<file path="src/rtl/multicycle_main_fsm.sv">
// rtl/multicycle_main_fsm.sv - multicycle RV32I main control FSM
// Define ILLEGAL_TRAP_EN to trap unknown opcodes in TRAP and add the illegal_instr output.
module multicycle_main_fsm #(
  parameter int STATE_W = 4
) (
  input  logic       clk,
  input  logic       rst_n,
  input  logic [6:0] op,
  input  logic       zero,
  input  logic       mem_ready,
  output logic       pc_write,
  output logic       adr_src,
  output logic       mem_write,
  output logic       ir_write,
  output logic [1:0] result_src,
  output logic [1:0] alu_src_a,
  output logic [1:0] alu_src_b,
  output logic [1:0] alu_op,
  output logic       reg_write,
  output logic       instr_retire
`ifdef ILLEGAL_TRAP_EN
  ,
  output logic       illegal_instr
`endif
);

  localparam logic [STATE_W-1:0] S_FETCH    = STATE_W'(0);
  localparam logic [STATE_W-1:0] S_DECODE   = STATE_W'(1);
  localparam logic [STATE_W-1:0] S_MEMADR   = STATE_W'(2);
  localparam logic [STATE_W-1:0] S_MEMREAD  = STATE_W'(3);
  localparam logic [STATE_W-1:0] S_MEMWB    = STATE_W'(4);
  localparam logic [STATE_W-1:0] S_MEMWRITE = STATE_W'(5);
  localparam logic [STATE_W-1:0] S_EXECR    = STATE_W'(6);
  localparam logic [STATE_W-1:0] S_EXECI    = STATE_W'(7);
  localparam logic [STATE_W-1:0] S_ALUWB    = STATE_W'(8);
  localparam logic [STATE_W-1:0] S_BEQ      = STATE_W'(9);
  localparam logic [STATE_W-1:0] S_JAL      = STATE_W'(10);
`ifdef ILLEGAL_TRAP_EN
  localparam logic [STATE_W-1:0] S_TRAP     = STATE_W'(11);
`endif

  localparam logic [6:0] OP_LW  = 7'b0000011;
  localparam logic [6:0] OP_SW  = 7'b0100011;
  localparam logic [6:0] OP_R   = 7'b0110011;
  localparam logic [6:0] OP_I   = 7'b0010011;
  localparam logic [6:0] OP_BEQ = 7'b1100011;
  localparam logic [6:0] OP_JAL = 7'b1101111;

  logic [STATE_W-1:0] state, state_next;
  logic pc_update, branch, ir_w, mem_w, reg_w, retire;

  always_ff @(posedge clk or negedge rst_n) begin
    if (!rst_n) state <= S_FETCH;
    else        state <= state_next;
  end

  always_comb begin
    state_next = S_FETCH;
    adr_src    = 1'b0;
    result_src = 2'b00;
    alu_src_a  = 2'b00;
    alu_src_b  = 2'b00;
    alu_op     = 2'b00;
    pc_update  = 1'b0;
    branch     = 1'b0;
    ir_w       = 1'b0;
    mem_w      = 1'b0;
    reg_w      = 1'b0;
    retire     = 1'b0;
    case (state)
      S_FETCH: begin
        alu_src_b  = 2'b10;
        result_src = 2'b10;
        ir_w       = mem_ready;
        pc_update  = mem_ready;
        state_next = mem_ready ? S_DECODE : S_FETCH;
      end
      S_DECODE: begin
        alu_src_a = 2'b01;
        alu_src_b = 2'b01;
        case (op)
          OP_LW, OP_SW: state_next = S_MEMADR;
          OP_R:         state_next = S_EXECR;
          OP_I:         state_next = S_EXECI;
          OP_BEQ:       state_next = S_BEQ;
          OP_JAL:       state_next = S_JAL;
`ifdef ILLEGAL_TRAP_EN
          default:      state_next = S_TRAP;
`else
          default: begin
            retire     = 1'b1;
            state_next = S_FETCH;
          end
`endif
        endcase
      end
      S_MEMADR: begin
        alu_src_a  = 2'b10;
        alu_src_b  = 2'b01;
        state_next = (op == OP_LW) ? S_MEMREAD : S_MEMWRITE;
      end
      S_MEMREAD: begin
        adr_src    = 1'b1;
        state_next = mem_ready ? S_MEMWB : S_MEMREAD;
      end
      S_MEMWB: begin
        result_src = 2'b01;
        reg_w      = 1'b1;
        retire     = 1'b1;
      end
      S_MEMWRITE: begin
        adr_src    = 1'b1;
        mem_w      = mem_ready;
        retire     = mem_ready;
        state_next = mem_ready ? S_FETCH : S_MEMWRITE;
      end
      S_EXECR: begin
        alu_src_a  = 2'b10;
        alu_op     = 2'b10;
        state_next = S_ALUWB;
      end
      S_EXECI: begin
        alu_src_a  = 2'b10;
        alu_src_b  = 2'b01;
        alu_op     = 2'b10;
        state_next = S_ALUWB;
      end
      S_ALUWB: begin
        reg_w  = 1'b1;
        retire = 1'b1;
      end
      S_BEQ: begin
        alu_src_a = 2'b10;
        alu_op    = 2'b01;
        branch    = 1'b1;
        retire    = 1'b1;
      end
      S_JAL: begin
        alu_src_a  = 2'b01;
        alu_src_b  = 2'b10;
        pc_update  = 1'b1;
        state_next = S_ALUWB;
      end
`ifdef ILLEGAL_TRAP_EN
      S_TRAP: state_next = S_TRAP;
`endif
      default: state_next = S_FETCH;
    endcase
  end

  // Strobes are gated by rst_n so a reset mid-access never leaks a write.
  assign pc_write     = rst_n & (pc_update | (branch & zero));
  assign ir_write     = rst_n & ir_w;
  assign mem_write    = rst_n & mem_w;
  assign reg_write    = rst_n & reg_w;
  assign instr_retire = rst_n & retire;

`ifdef ILLEGAL_TRAP_EN
  assign illegal_instr = (state == S_TRAP);
`endif

endmodule

</file>
<file path="config.mk">
export PLATFORM = sky130hd
export DESIGN_NAME = multicycle_main_fsm
export DESIGN_NICKNAME = d
export VERILOG_FILES = /design/src/rtl/multicycle_main_fsm.sv
export SDC_FILE = /design/constraint.sdc
export NUM_CORES = 1
export LEC_CHECK = 0
export CORE_MARGIN = 1.5
export CORE_UTILIZATION = 35
export DETAILED_ROUTE_END_ITERATION = 8
export GPL_TIMING_DRIVEN = 0
export PLACE_DENSITY_LB_ADDON = 0.15
export SLEW_MARGIN = 20
export SYNTH_ARGS = -nofsm -noshare
export SYNTH_HDL_FRONTEND = slang
export SYNTH_SLANG_ARGS = --single-unit
</file>
<file path="constraint.sdc">
create_clock -name clk -period 1.4 [get_ports clk]
set_input_delay 0.28 -clock clk [delete_from_list [all_inputs] [get_ports clk]]
set_output_delay 0.28 -clock clk [all_outputs]
set_load 0.02 [all_outputs]
</file>
=== Word level (Yosys, flattened, before mapping) ===
Index checks and enable logic that the tools add are counted.

* Logic and storage cells: 54
* Output and inout bits: 14
* Register bits: 4

* Mux-type cells: 18
* Eq/ne operators: 16
* Reductions and logical operators: 12
* Bitwise logic cells: 7

{| class="wikitable"
|+ Operator list
! operator !! number
|-
| $pmux W4 S6 || 1
|-
| $pmux W4 S5 || 1
|-
| $eq A4 B3 Y1 const B || 4
|-
| $pmux W2 S2 || 4
|-
| $eq A7 B6 Y1 const B || 2
|-
| $eq A7 B7 Y1 const B || 2
|-
| $eq A4 B4 Y1 const B || 3
|-
| $reduce_or A2 Y1 || 6
|-
| $mux W3 || 3
|-
| $reduce_or A3 Y1 || 3
|-
| $eq A4 B2 Y1 const B || 2
|-
| $eq A7 B2 Y1 const B || 1
|-
| $eq A7 B5 Y1 const B || 1
|-
| $mux W1 || 7
|-
| $and A1 B1 Y1 || 6
|-
| $reduce_or A6 Y1 || 1
|-
| $eq A4 B1 Y1 const B || 1
|-
| $logic_not A4 Y1 || 1
|-
| $reduce_or A4 Y1 || 1
|-
| $pmux W1 S3 || 1
|-
| $pmux W1 S2 || 1
|-
| $or A1 B1 Y1 || 1
|}

=== Depth between registers and ports, before layout ===
* Depth in word-level cells: 5
* Depth in mapped cells: 5
* Mapped depth without buffers: 4

=== Worst setup path before layout ===
Ideal clock, no wire load.

* Path type: register to output
* Start point: register state[3]
* End point: output pc_write
* Stages on the path, launching flop included: 4
* Setup slack: -694 ps
* Arrival time: 1814 ps
* Required time: 1120 ps
* Path through: dfrtp_1 > nor4_1 > and3_1 > a41o_1

* Cells in the longest elaborated chain, start to end: 5

{| class="wikitable"
|+ Ends and longest elaborated chain
! what !! line !! RTL
|-
| from (decl) || 49 || <nowiki>logic [STATE_W-1:0] state, state_next;</nowiki>
|-
| from (signal assigned) || 54 || <nowiki>else state <= state_next;</nowiki>
|-
| $eq A4 B4 Y1 || 70 || <nowiki>case (state)</nowiki>
|-
| $mux W1 || 70 ||
|-
| $and A1 B1 Y1 || 152 || <nowiki>assign pc_write = rst_n & (pc_update | (branch & zero));</nowiki>
|-
| $or A1 B1 Y1 (*) || 152 ||
|-
| $and A1 B1 Y1 (*) || 152 ||
|-
| to (decl) || 11 || <nowiki>output logic pc_write,</nowiki>
|}

Every way passes the cells marked *; elsewhere a longest branch is shown, timed or not.

=== Worst setup path in the final report ===
* Start point: register state[0]
* End point: output pc_write

Same word-level chain as after synthesis.

==> reports/qor.yml <==
setup_path:
  cp_common_cell: "buf_6"
  crit_family: "flip-flops"
  worstSetupPathType: "reg2out"
  r2r_start: "state[0]"
  cp_slowest_cell: "dfrtp_2"
  setup.worst_path.end_class: "primary output"
  rrSetupSlack_ns: -0.20
  start_kind: "flip-flop"
  path_buf_inv: 2
  worstPathArrival_ns: 1.49
  r2r_end: "state[0]"
  reg2reg_depth: 4
  crit_fanout: 8
  crit_chain: "buf_6 > nor4_4 > and3_4 > a41o_4 > buf_6"
  worst_ep_required_time_ns: 1.12
  slowest_delay_ns: 0.47
place:
  port_buffers: 24
  dp_hpwl_um: 1254
  place_congestion: 0.8649
  dp_slack_ns: -0.9477
timing:
  finalSetupViolations: 17
  period_minus_slack_ns: 1.775
  fmax_ghz: 0.5634
  report.final.slew_viol_count: 0
  worst_pin_slew_ns: 0.3218
  worst_slack_ns: -0.3748
  slew_headroom_pct: 78.38
  rsz0062_at_grt: "yes"
  hold_viol: 0
  fin_crit_sh_pct: 126.8
  tns_ns: -3.493
  skew_ns: 0.01758
clocking:
  cts_max_level: 1
  cts_inserted_buffers: 3
  clk_path_buf_depth: 2
  cts_tree: "built"
  clk_pin_slew_ns: 0.05
  clk_latency_ns: 0.25
  cts.sinks: 4
  cts_root_buffer: "clkbuf_4"
routing:
  drcViolationCount: 0
  drt_iter0_drc: 16
  drt_first_pass_iters: 4
  viasPerCell: 5.957
  postRouteWirelength_um: 2389
  antenna_left: 0
  routedWlPerCell_um: 17.19
  vias: 828
cells_and_area:
  drive_gt1_share_pct: 59.68
  largest_reg_flops: 4
  diodes: 0
  layout.cells.most_common: "buf_4"
  reg_top3: "state: 4 flops"
  layout.cells.most_common_list: "14 x buf_4, 13 x buf_6, 8 x nand2_1"
  top_register: "state"
  num-nets-final: 136
  area_delta_synth_final_pct: 116.7
hold_path:
  hold_class: "in2reg"
  min_to: "state[2]"
  holdPathStages: 3
  min_from: "op[4]"
pwr:
  p_leak_nw: 0.4908
  powerDensity_mw_per_mm2: 537.8
  power_mw: 0.6197
  ir_drop_mv: 0.5297
floorplanning:
  initial_core_util_pct: 38.92
  die_h_um: 41.98
  pin_count: 25
  core.rowCount: 13
  die_w_um: 41.98
  dieArea_mm2: 0.001762
  coreArea_mm2: 0.001366
run:
  cap_viol_max_count: 0
run_status:
  violations: "negative setup slack"
  status: "finished, violations left"
logic_synthesis:
  synth-seq-cells: 4
  syn_inst: 79
  syn_area_um2: 531.8
  yosysWarnings: 0
  syn_avg_cell_area_um2: 6.731
  yosysUniqueCellTypes: 35
  synth-seq-area-share_pct: 18.82
  syn-num-nets: 90
global_route:
  antenna_found_initial: 0
  grt_pass1_vias: 805
  grt_pass1_wl_um: 3615
  grt_max_degree: 10
  grt-ovfl-total: 0
  track_usage_pct: 26.75
==> Yosys cell counts <==
| master | count | area (um2) |
|---|---|---|
| nand2_1 | 10 | 37.54 |
| nor2_1 | 9 | 33.78 |
| a21oi_1 | 7 | 35.03 |
| nand2b_1 | 5 | 31.28 |
| nor3_1 | 5 | 25.02 |
| dfrtp_1 | 4 | 100.1 |
| clkbuf_1 | 3 | 11.26 |
| inv_1 | 3 | 11.26 |
| nand3_1 | 3 | 15.01 |
| o21ai_1 | 3 | 15.01 |
| nor2b_1 | 2 | 12.51 |
| o21ai_0 | 2 | 10.01 |
| a2111oi_0 | 1 | 8.760 |
| a211o_1 | 1 | 8.760 |
| a211oi_1 | 1 | 7.510 |
| a22oi_1 | 1 | 7.510 |
| a31o_1 | 1 | 8.760 |
| a31oi_1 | 1 | 6.260 |
| a41o_1 | 1 | 10.01 |
| a41oi_2 | 1 | 16.27 |
| and3_1 | 1 | 6.260 |
| and3b_1 | 1 | 8.760 |
| buf_1 | 1 | 3.750 |
| nand4_1 | 1 | 6.260 |
| nand4b_1 | 1 | 8.760 |
| nor3b_1 | 1 | 7.510 |
| nor4_1 | 1 | 6.260 |
| o2111a_1 | 1 | 11.26 |
| o211ai_1 | 1 | 7.510 |
| or2_1 | 1 | 6.260 |
| or3_4 | 1 | 11.26 |
| or4_1 | 1 | 7.510 |
| or4_4 | 1 | 11.26 |
| xnor2_1 | 1 | 8.760 |
| xor2_1 | 1 | 8.760 |
==> kinds of logic (layout without fill, tap and decap cells) <==
| logic type | count (synthesis) | count (layout) | synth area share [%] |
|---|---|---|---|
| buffers and inverters | 7 | 52 | 4.940 |
| xor gates and xnor gates | 2 | 2 | 3.295 |
| and+or+nand+nor | 44 | 44 | 44.24 |
| AOI/OAI and AO/OA | 22 | 22 | 28.71 |
| DFF | 4 | 4 | 18.82 |
==> final cells by class <==
class	count	area (um2)
Multi-Input combinational cell	68	565.5
Timing Repair Buffer	41	367.9
Fill cell	84	214.0
Sequential cell	4	105.1
Buffer	4	57.56
Clock buffer	4	26.28
Tap cell	15	18.77
Inverter	3	11.26
==> where the power goes <==
part / switching, mW / total, mW / internal, mW
Clock: 0.0599 / 0.168 / 0.108
Combinational: 0.158 / 0.317 / 0.159
Sequential: 0.0133 / 0.135 / 0.122
Total: 0.231 / 0.620 / 0.388
==> how the worst max path moves through the flow <==
stage                         from            to  cells after the start
after CTS                 state[0]  instr_retire                      6
after floorplan           state[0]      pc_write                      3
after global routing      state[0]      pc_write                      5
final                     state[0]      pc_write                      5
after detailed placement     op[4]  instr_retire                      5
after global placement       op[4]  instr_retire                      5
==> tightest hold or removal path, delay by kind of cell <==
kind	cells	cell delay, ns
compound gates	1	0.06
simple gates	1	0.10
buf+inv	1	0.28
==> metrics by stage <==
stage	area (um2)	utilization, %	std cells	hold slack (ns)
finish	1152	84.34	139	0.5092
global route	1152	84.34	139	0.5241
CTS	1089	79.67	136	0.06106
detailed placement	862.1	63.10	118	0.5900
global placement	862.1	63.10	118	0.5790
floorplan	603.1	-	79	-0.01559
==> what timing repair did <==
action	4_1_cts	5_1_grt
hold buffers	0	1
pin swaps	14	3
setup buffers	13	2
gates resized for setup	117	15
endpoints found under the setup margin	17	18
hold endpoints to repair	0	4
cloned	1	0
==> routing by layer <==
metal | part of all wire (%) | GRT usage (%) | vias to the layer above | routed length [um]
met2 | 49 | 45.94 | 49 | 1180
met5 | 0 | 0 | - | 0
met4 | 1.7 | 12.26 | 0 | 40
met1 | 41 | 30.50 | 389 | 972
met3 | 8.2 | 7.328 | 6 | 195
li1 | - | - | 384 | -
No activity file was read; power rests on OpenSTA's default activity.
